### src/rtl/rv2t_pipeline_sequencer_if.sv
// rv2t_pipeline_sequencer_if: control bundle between the RV2T sequencer and its core.
// master = sequencer (drives enables/pulses/count); slave = core side (drives flags).
// Signals: start, fetch_valid, ctl_LOAD/STORE/WFI/MRET, exception_illegal_instruction,
//   branch_taken, mem_ack, interrupt_pending (to sequencer); fetch/decode/exe/mem_enable,
//   pc_redirect, trap_enter, mret_out, mem_timeout_exception, retired_count, state_out.
interface rv2t_pipeline_sequencer_if #(
    parameter int COUNTER_BITS = 32
);
    logic                    start;
    logic                    fetch_valid;
    logic                    ctl_LOAD;
    logic                    ctl_STORE;
    logic                    ctl_WFI;
    logic                    ctl_MRET;
    logic                    exception_illegal_instruction;
    logic                    branch_taken;
    logic                    mem_ack;
    logic                    interrupt_pending;
    logic                    fetch_enable;
    logic                    decode_enable;
    logic                    exe_enable;
    logic                    mem_enable;
    logic                    pc_redirect;
    logic                    trap_enter;
    logic                    mret_out;
    logic                    mem_timeout_exception;
    logic [COUNTER_BITS-1:0] retired_count;
    logic [2:0]              state_out;

    modport master (
        input  start, fetch_valid,
        input  ctl_LOAD, ctl_STORE, ctl_WFI, ctl_MRET,
        input  exception_illegal_instruction,
        input  branch_taken, mem_ack, interrupt_pending,
        output fetch_enable, decode_enable,
        output exe_enable, mem_enable,
        output pc_redirect, trap_enter, mret_out,
        output mem_timeout_exception,
        output retired_count, state_out
    );

    modport slave (
        output start, fetch_valid,
        output ctl_LOAD, ctl_STORE, ctl_WFI, ctl_MRET,
        output exception_illegal_instruction,
        output branch_taken, mem_ack, interrupt_pending,
        input  fetch_enable, decode_enable,
        input  exe_enable, mem_enable,
        input  pc_redirect, trap_enter, mret_out,
        input  mem_timeout_exception,
        input  retired_count, state_out
    );
endinterface

### src/rtl/rv2t_pipeline_sequencer.sv
// rv2t_pipeline_sequencer: multi-cycle FETCH/DECODE/EXEC/MEM sequencer with trap entry
// and retired-instruction counter. Ports: clk, reset_n (async, active low), sync_reset,
// bus (rv2t_pipeline_sequencer_if.master). Optional macro RV2T_MEM_TIMEOUT_EN adds a
// MEM-state timeout that traps with mem_timeout_exception.
module rv2t_pipeline_sequencer #(
    parameter int COUNTER_BITS       = 32,
    parameter int MEM_TIMEOUT_CYCLES = 255
) (
    input  logic clk,
    input  logic reset_n,
    input  logic sync_reset,
    rv2t_pipeline_sequencer_if.master bus
);

    typedef enum logic [2:0] {
        S_IDLE   = 3'd0,
        S_FETCH  = 3'd1,
        S_DECODE = 3'd2,
        S_EXEC   = 3'd3,
        S_MEM    = 3'd4,
        S_WFI    = 3'd5,
        S_TRAP   = 3'd6
    } state_t;

    state_t                  state_q;
    state_t                  state_d;
    logic                    retire;
    logic                    redir_d;
    logic                    mret_d;
    logic                    tmo_d;
    logic                    timeout_hit;
    logic [COUNTER_BITS-1:0] cnt_q;
    logic                    fetch_q;
    logic                    decode_q;
    logic                    exe_q;
    logic                    mem_q;
    logic                    redir_q;
    logic                    trap_q;
    logic                    mret_q;
    logic                    tmo_q;

`ifdef RV2T_MEM_TIMEOUT_EN
    localparam int TW_RAW = $clog2(MEM_TIMEOUT_CYCLES + 1);
    localparam int TW     = (TW_RAW > 8) ? TW_RAW : 8;

    logic [TW-1:0] tcnt_q;

    // Counter holds the number of ack-less MEM cycles already spent, so the
    // limit is hit in the MEM cycle that would make it MEM_TIMEOUT_CYCLES.
    assign timeout_hit = (state_q == S_MEM) && !bus.mem_ack &&
                         (tcnt_q == TW'(MEM_TIMEOUT_CYCLES - 1));

    always_ff @(posedge clk or negedge reset_n) begin
        if (!reset_n) begin
            tcnt_q <= '0;
        end else if (sync_reset) begin
            tcnt_q <= '0;
        end else if (state_q != S_MEM && state_d == S_MEM) begin
            tcnt_q <= '0;
        end else if (state_q == S_MEM && !bus.mem_ack) begin
            tcnt_q <= tcnt_q + TW'(1);
        end
    end
`else
    logic unused_timeout_cfg;

    assign unused_timeout_cfg = ^MEM_TIMEOUT_CYCLES;
    assign timeout_hit        = 1'b0;
`endif

    always_comb begin
        state_d = state_q;
        retire  = 1'b0;
        redir_d = 1'b0;
        mret_d  = 1'b0;
        tmo_d   = 1'b0;
        case (state_q)
            S_IDLE: begin
                if (bus.start) state_d = S_FETCH;
            end
            S_FETCH: begin
                if (bus.interrupt_pending) begin
                    state_d = S_TRAP;
                end else if (bus.fetch_valid) begin
                    state_d = S_DECODE;
                end
            end
            S_DECODE: begin
                state_d = S_EXEC;
            end
            S_EXEC: begin
                if (bus.exception_illegal_instruction) begin
                    state_d = S_TRAP;
                end else if (bus.ctl_LOAD || bus.ctl_STORE) begin
                    state_d = S_MEM;
                end else if (bus.ctl_WFI) begin
                    state_d = S_WFI;
                    retire  = 1'b1;
                end else begin
                    state_d = S_FETCH;
                    retire  = 1'b1;
                    redir_d = bus.branch_taken | bus.ctl_MRET;
                    mret_d  = bus.ctl_MRET;
                end
            end
            S_MEM: begin
                if (bus.mem_ack) begin
                    state_d = S_FETCH;
                    retire  = 1'b1;
                end else if (timeout_hit) begin
                    state_d = S_TRAP;
                    tmo_d   = 1'b1;
                end
            end
            S_WFI: begin
                if (bus.interrupt_pending) state_d = S_TRAP;
            end
            S_TRAP: begin
                state_d = S_FETCH;
            end
            default: begin
                state_d = S_IDLE;
            end
        endcase
    end

    // Outputs are decoded from the next state so they line up with the
    // state they belong to without a combinational path to the flags.
    always_ff @(posedge clk or negedge reset_n) begin
        if (!reset_n) begin
            state_q  <= S_IDLE;
            cnt_q    <= '0;
            fetch_q  <= 1'b0;
            decode_q <= 1'b0;
            exe_q    <= 1'b0;
            mem_q    <= 1'b0;
            redir_q  <= 1'b0;
            trap_q   <= 1'b0;
            mret_q   <= 1'b0;
            tmo_q    <= 1'b0;
        end else if (sync_reset) begin
            state_q  <= S_IDLE;
            cnt_q    <= '0;
            fetch_q  <= 1'b0;
            decode_q <= 1'b0;
            exe_q    <= 1'b0;
            mem_q    <= 1'b0;
            redir_q  <= 1'b0;
            trap_q   <= 1'b0;
            mret_q   <= 1'b0;
            tmo_q    <= 1'b0;
        end else begin
            state_q  <= state_d;
            fetch_q  <= (state_d == S_FETCH);
            decode_q <= (state_d == S_DECODE);
            exe_q    <= (state_d == S_EXEC);
            mem_q    <= (state_d == S_MEM);
            trap_q   <= (state_d == S_TRAP);
            redir_q  <= redir_d | (state_d == S_TRAP);
            mret_q   <= mret_d;
            tmo_q    <= tmo_d;
            if (retire) cnt_q <= cnt_q + COUNTER_BITS'(1);
        end
    end

    assign bus.fetch_enable          = fetch_q;
    assign bus.decode_enable         = decode_q;
    assign bus.exe_enable            = exe_q;
    assign bus.mem_enable            = mem_q;
    assign bus.pc_redirect           = redir_q;
    assign bus.trap_enter            = trap_q;
    assign bus.mret_out              = mret_q;
    assign bus.mem_timeout_exception = tmo_q;
    assign bus.retired_count         = cnt_q;
    assign bus.state_out             = state_q;

endmodule

### src/flat_wrapper.sv
// flat-port wrapper written by rule: the top's interface ports become plain ports
module rv2t_pipeline_sequencer_flat 
#(
    parameter int COUNTER_BITS       = 32,
    parameter int MEM_TIMEOUT_CYCLES = 255
)
  (clk, reset_n, sync_reset, bus_start, bus_fetch_valid, bus_ctl_LOAD, bus_ctl_STORE, bus_ctl_WFI, bus_ctl_MRET, bus_exception_illegal_instruction, bus_branch_taken, bus_mem_ack, bus_interrupt_pending, bus_fetch_enable, bus_decode_enable, bus_exe_enable, bus_mem_enable, bus_pc_redirect, bus_trap_enter, bus_mret_out, bus_mem_timeout_exception, bus_retired_count, bus_state_out);
  rv2t_pipeline_sequencer_if #(.COUNTER_BITS(COUNTER_BITS)) bus_i ();
  input  logic clk;
  input  logic reset_n;
  input  logic sync_reset;
  input wire logic [$bits(bus_i.start)-1:0] bus_start;
  input wire logic [$bits(bus_i.fetch_valid)-1:0] bus_fetch_valid;
  input wire logic [$bits(bus_i.ctl_LOAD)-1:0] bus_ctl_LOAD;
  input wire logic [$bits(bus_i.ctl_STORE)-1:0] bus_ctl_STORE;
  input wire logic [$bits(bus_i.ctl_WFI)-1:0] bus_ctl_WFI;
  input wire logic [$bits(bus_i.ctl_MRET)-1:0] bus_ctl_MRET;
  input wire logic [$bits(bus_i.exception_illegal_instruction)-1:0] bus_exception_illegal_instruction;
  input wire logic [$bits(bus_i.branch_taken)-1:0] bus_branch_taken;
  input wire logic [$bits(bus_i.mem_ack)-1:0] bus_mem_ack;
  input wire logic [$bits(bus_i.interrupt_pending)-1:0] bus_interrupt_pending;
  output wire logic [$bits(bus_i.fetch_enable)-1:0] bus_fetch_enable;
  output wire logic [$bits(bus_i.decode_enable)-1:0] bus_decode_enable;
  output wire logic [$bits(bus_i.exe_enable)-1:0] bus_exe_enable;
  output wire logic [$bits(bus_i.mem_enable)-1:0] bus_mem_enable;
  output wire logic [$bits(bus_i.pc_redirect)-1:0] bus_pc_redirect;
  output wire logic [$bits(bus_i.trap_enter)-1:0] bus_trap_enter;
  output wire logic [$bits(bus_i.mret_out)-1:0] bus_mret_out;
  output wire logic [$bits(bus_i.mem_timeout_exception)-1:0] bus_mem_timeout_exception;
  output wire logic [$bits(bus_i.retired_count)-1:0] bus_retired_count;
  output wire logic [$bits(bus_i.state_out)-1:0] bus_state_out;
  assign bus_i.start = bus_start;
  assign bus_i.fetch_valid = bus_fetch_valid;
  assign bus_i.ctl_LOAD = bus_ctl_LOAD;
  assign bus_i.ctl_STORE = bus_ctl_STORE;
  assign bus_i.ctl_WFI = bus_ctl_WFI;
  assign bus_i.ctl_MRET = bus_ctl_MRET;
  assign bus_i.exception_illegal_instruction = bus_exception_illegal_instruction;
  assign bus_i.branch_taken = bus_branch_taken;
  assign bus_i.mem_ack = bus_mem_ack;
  assign bus_i.interrupt_pending = bus_interrupt_pending;
  assign bus_fetch_enable = bus_i.fetch_enable;
  assign bus_decode_enable = bus_i.decode_enable;
  assign bus_exe_enable = bus_i.exe_enable;
  assign bus_mem_enable = bus_i.mem_enable;
  assign bus_pc_redirect = bus_i.pc_redirect;
  assign bus_trap_enter = bus_i.trap_enter;
  assign bus_mret_out = bus_i.mret_out;
  assign bus_mem_timeout_exception = bus_i.mem_timeout_exception;
  assign bus_retired_count = bus_i.retired_count;
  assign bus_state_out = bus_i.state_out;
  rv2t_pipeline_sequencer #(.COUNTER_BITS(COUNTER_BITS), .MEM_TIMEOUT_CYCLES(MEM_TIMEOUT_CYCLES)) u_core (.clk(clk), .reset_n(reset_n), .sync_reset(sync_reset), .bus(bus_i));
endmodule
### config.mk
export PLATFORM = sky130hd
export DESIGN_NAME = rv2t_pipeline_sequencer_flat
export DESIGN_NICKNAME = d
export VERILOG_FILES = /design/src/rtl/rv2t_pipeline_sequencer_if.sv /design/src/rtl/rv2t_pipeline_sequencer.sv /design/src/flat_wrapper.sv
export SDC_FILE = /design/constraint.sdc
export NUM_CORES = 1
export LEC_CHECK = 0
export ABC_AREA = 1
export CORE_MARGIN = 1.5
export CORE_UTILIZATION = 45
export DETAILED_ROUTE_END_ITERATION = 6
export PLACE_DENSITY = 0.72
export SYNTH_ARGS = -nofsm -noshare
export SYNTH_HDL_FRONTEND = slang
export SYNTH_SLANG_ARGS = --single-unit
### constraint.sdc
create_clock -name clk -period 1.9 [get_ports clk]
set_clock_uncertainty 0.15 [all_clocks]
set_input_delay 0.285 -clock clk [delete_from_list [all_inputs] [get_ports clk]]
set_output_delay 0.285 -clock clk [all_outputs]
set_load 0.005 [all_outputs]
==> results of run 1 <==
-- per-stage QoR --
stage	setup slack [ps]	hold WS, ps	TNS, ps	util (%)
finish	149	342	0	60.8
global route	1.03	389	0	60.8
CTS	104	352	0	60.6
detailed placement	-36.1	140	-89.1	58.8
global placement	13.0	127	0	58.8
floorplan	288	-161	0	-
-- layout make-up --
cell class,instances,area (µm²)
tap,72,90.1
clock buffer,7,86.3
sequential,42,1050
timing repair buffer,65,621
multi-input combinational,298,1350
fill,569,2200
clock inverter,1,5.00
inverter,54,203
-- power by group --
group	internal, W	leakage (nW)	switching, W	total [W]
Sequential	0.000910	0.584	0.0000127	0.000923
Clock	0.000293	0.0482	0.000309	0.000602
Combinational	0.0000945	0.860	0.000127	0.000221
Total	0.00130	1.49	0.000448	0.00175
-- worst register-to-register path, cell delays in order (launching register included) --
cell,delay (ps)
dfrtp_1,440
nand2_1,130
nor2_2,230
nand2_1,80
nor2_1,240
nand3b_1,170
nor2_1,120
nor2_1,50
-- cells by family after synthesis --
logic type	share of synthesized area, %
and+or+nand+nor	43.6
buffers and inverters	9.54
DFF	39.7
AOI/OAI and AO/OA	6.52
adders and majority gates	0.472
other	0.142
-- sequential cells by signal, indices dropped and copies added (netlist names) --
register	count
u_core.bus.state_out	3
u_core.bus.mret_out	1
u_core.bus.exe_enable	1
u_core.bus.pc_redirect	1
u_core.bus.retired_count	32
u_core.bus.trap_enter	1
u_core.bus.decode_enable	1
u_core.bus.mem_enable	1
u_core.bus.fetch_enable	1
-- final timing paths --
kind                                                          startpoint                                  endpoint  slack [ps]  cells past startpoint
worst min-delay path                                             reset_n   u_core.bus.retired_count[6]$_DFFE_PN0P_         340                      2
worst min register to register   u_core.bus.retired_count[1]$_DFFE_PN0P_   u_core.bus.retired_count[1]$_DFFE_PN0P_         380                      2
worst max register to register   u_core.bus.retired_count[8]$_DFFE_PN0P_  u_core.bus.retired_count[21]$_DFFE_PN0P_         170                      7
max in group asynchronous                                        reset_n  u_core.bus.retired_count[23]$_DFFE_PN0P_         710                      3
worst max-delay path            u_core.bus.retired_count[25]$_DFFE_PN0P_                     bus_retired_count[25]         150                      1
min in group clk                 u_core.bus.retired_count[1]$_DFFE_PN0P_   u_core.bus.retired_count[1]$_DFFE_PN0P_         380                      2
-- placed cells by master (no fill, tap or decap), types with 3 or more instances in the layout --
master,synthesis,final
a21oi_1,13,13
buf_4,2,10
clkbuf_8,0,6
clkdlybuf4s50_1,0,53
dfrtp_1,42,42
inv_1,49,49
inv_2,4,4
nand2_1,129,129
nand2_2,5,5
nand3_1,18,18
nand4_1,18,18
nor2_1,75,75
nor2_2,4,3
nor2_4,5,6
nor3_1,5,5
o211ai_1,3,3
o21ai_0,8,8
o21ai_1,5,5
-- routing by layer --
layer / vias to the layer above / global-route usage, % / wire, µm
li1: 1385 / - / -
met1: 1254 / 30.7 / 3160
met2: 61 / 37.1 / 3220
met3: 11 / 3.43 / 296
met4: 0 / 7.54 / 130
met5: - / 0 / 0
-- timing repair --
action / 4_1_cts / 5_1_grt
hold buffers: 1 / 0
setup endpoints to repair: 0 / 2
resized for setup: 0 / 2
hold endpoints to repair: 21 / 0
==> impl_metrics.tcl, run 1 <==
set metrics [dict create \
    root_buffer "clkbuf_8" \
    crit_fanout 7 \
    ctsHtreeMaxLevel 2 \
    cp.required_ps 1460 \
    peakVddDrop_mv 0.270 \
    grt_overflow 0 \
    synth_nets 415 \
    cpMaxStageDelayCell "clkdlybuf4s50_1" \
    synth_seq_cells 42 \
    vias 2711 \
    crit_chain "clkdlybuf4s50_1" \
    leakagePower_nw 1.49 \
    worst_pin_slew_ps 524 \
    wl_mm 6.80 \
    hpwl_mm 5.26 \
    yosysMostFrequentCell "nand2_1" \
    io_buffers 54 \
    total_power_w 0.00175 \
    coreArea_um2 5610 \
    die_h_um 79.7 \
    rows 27 \
    syn-cell-area_um2 2650 \
    final-setup-viol-count 0 \
    status "complete, no violations" \
    maxCapViolCount 0 \
    clk_path_buf_depth 2 \
    ys_seq_area_share_pct 39.7 \
    first_pass_iters 4 \
    maxSlewHeadroom_pct 65.0 \
    ioPinCount 56 \
    cts_sinks 42 \
    fin_crit_sh_pct 92.2 \
    synth_top_area_cell "dfrtp_1" \
    rsz0062_at_grt "no" \
    drc 0 \
    tritoncts "built" \
    crit_buf_inv 1 \
    hold_class "in -> async" \
    avgSynthCellArea_um2 6.61 \
    die_x_um 79.7 \
    initial_core_util_pct 47.2 \
    area_growth_pct 28.7 \
    grt_pass1_wl_mm 11.2 \
    yosys-top-cells-area "dfrtp_1 40%, nand2_1 18%, nor2_1 11%" \
    fin_crit_ps 1750 \
    final_cell_count_no_fill 539 \
    detail_route.iter0.violations 172 \
    clkTransAtPathRegs_ps 80 \
    ant_nets 0 \
    drv_slew 0 \
    worstSkewPairLatency_ps 300 \
    drive_above_1_share_pct 8.78 \
    antenna_cells 0 \
    hold_viol 0 \
    gp_congestion 0.890 \
    crit_path_start_kind "flip-flop" \
    grt_max_degree 24 \
    worst_setup_path_end_kind "output pin" \
    fp.dieArea_um2 6360 \
    yosys-top-cells-count "129 x nand2_1, 75 x nor2_1, 49 x inv_1" \
    grt_usage_pct 22.8 \
    synth_ff_type "dfrtp_1" \
    fmax_mhz 571 \
    async_reset_ff_share_pct 100 \
    antenna_found_initial 0 \
    grt_pass1_vias 2423 \
    synth.top_cell.area_share_pct 39.7 \
    synthCells 401 \
    ys_types 30 \
    place_inst 530 \
    cp_top_family "buffers and inverters" \
    wl_per_cell_um 12.6 \
    ys_warn_count 0 \
    critPathKind "reg -> out" \
    post_cts_buffers 0 \
    cts_made_buffers 5 \
    powerDensity_nw_per_um2 512 \
    nets 480 \
    slowest_delay_ps 550 \
    fin_area_um2 3410 \
    vias_per_cell 5.03 \
    dpl_cell_area_um2 3300 \
    crit_arrival_ps 1320 \
    synth-edff-count 0 \
]
No activity file was read; power rests on OpenSTA's default activity.
==> inputs of run 2 (changes only) <==
GPL_ROUTABILITY_DRIVEN = 0   (was unset)
==> results of run 2 <==
No change in the layout: final DEF, timing and power equal those of run 1.
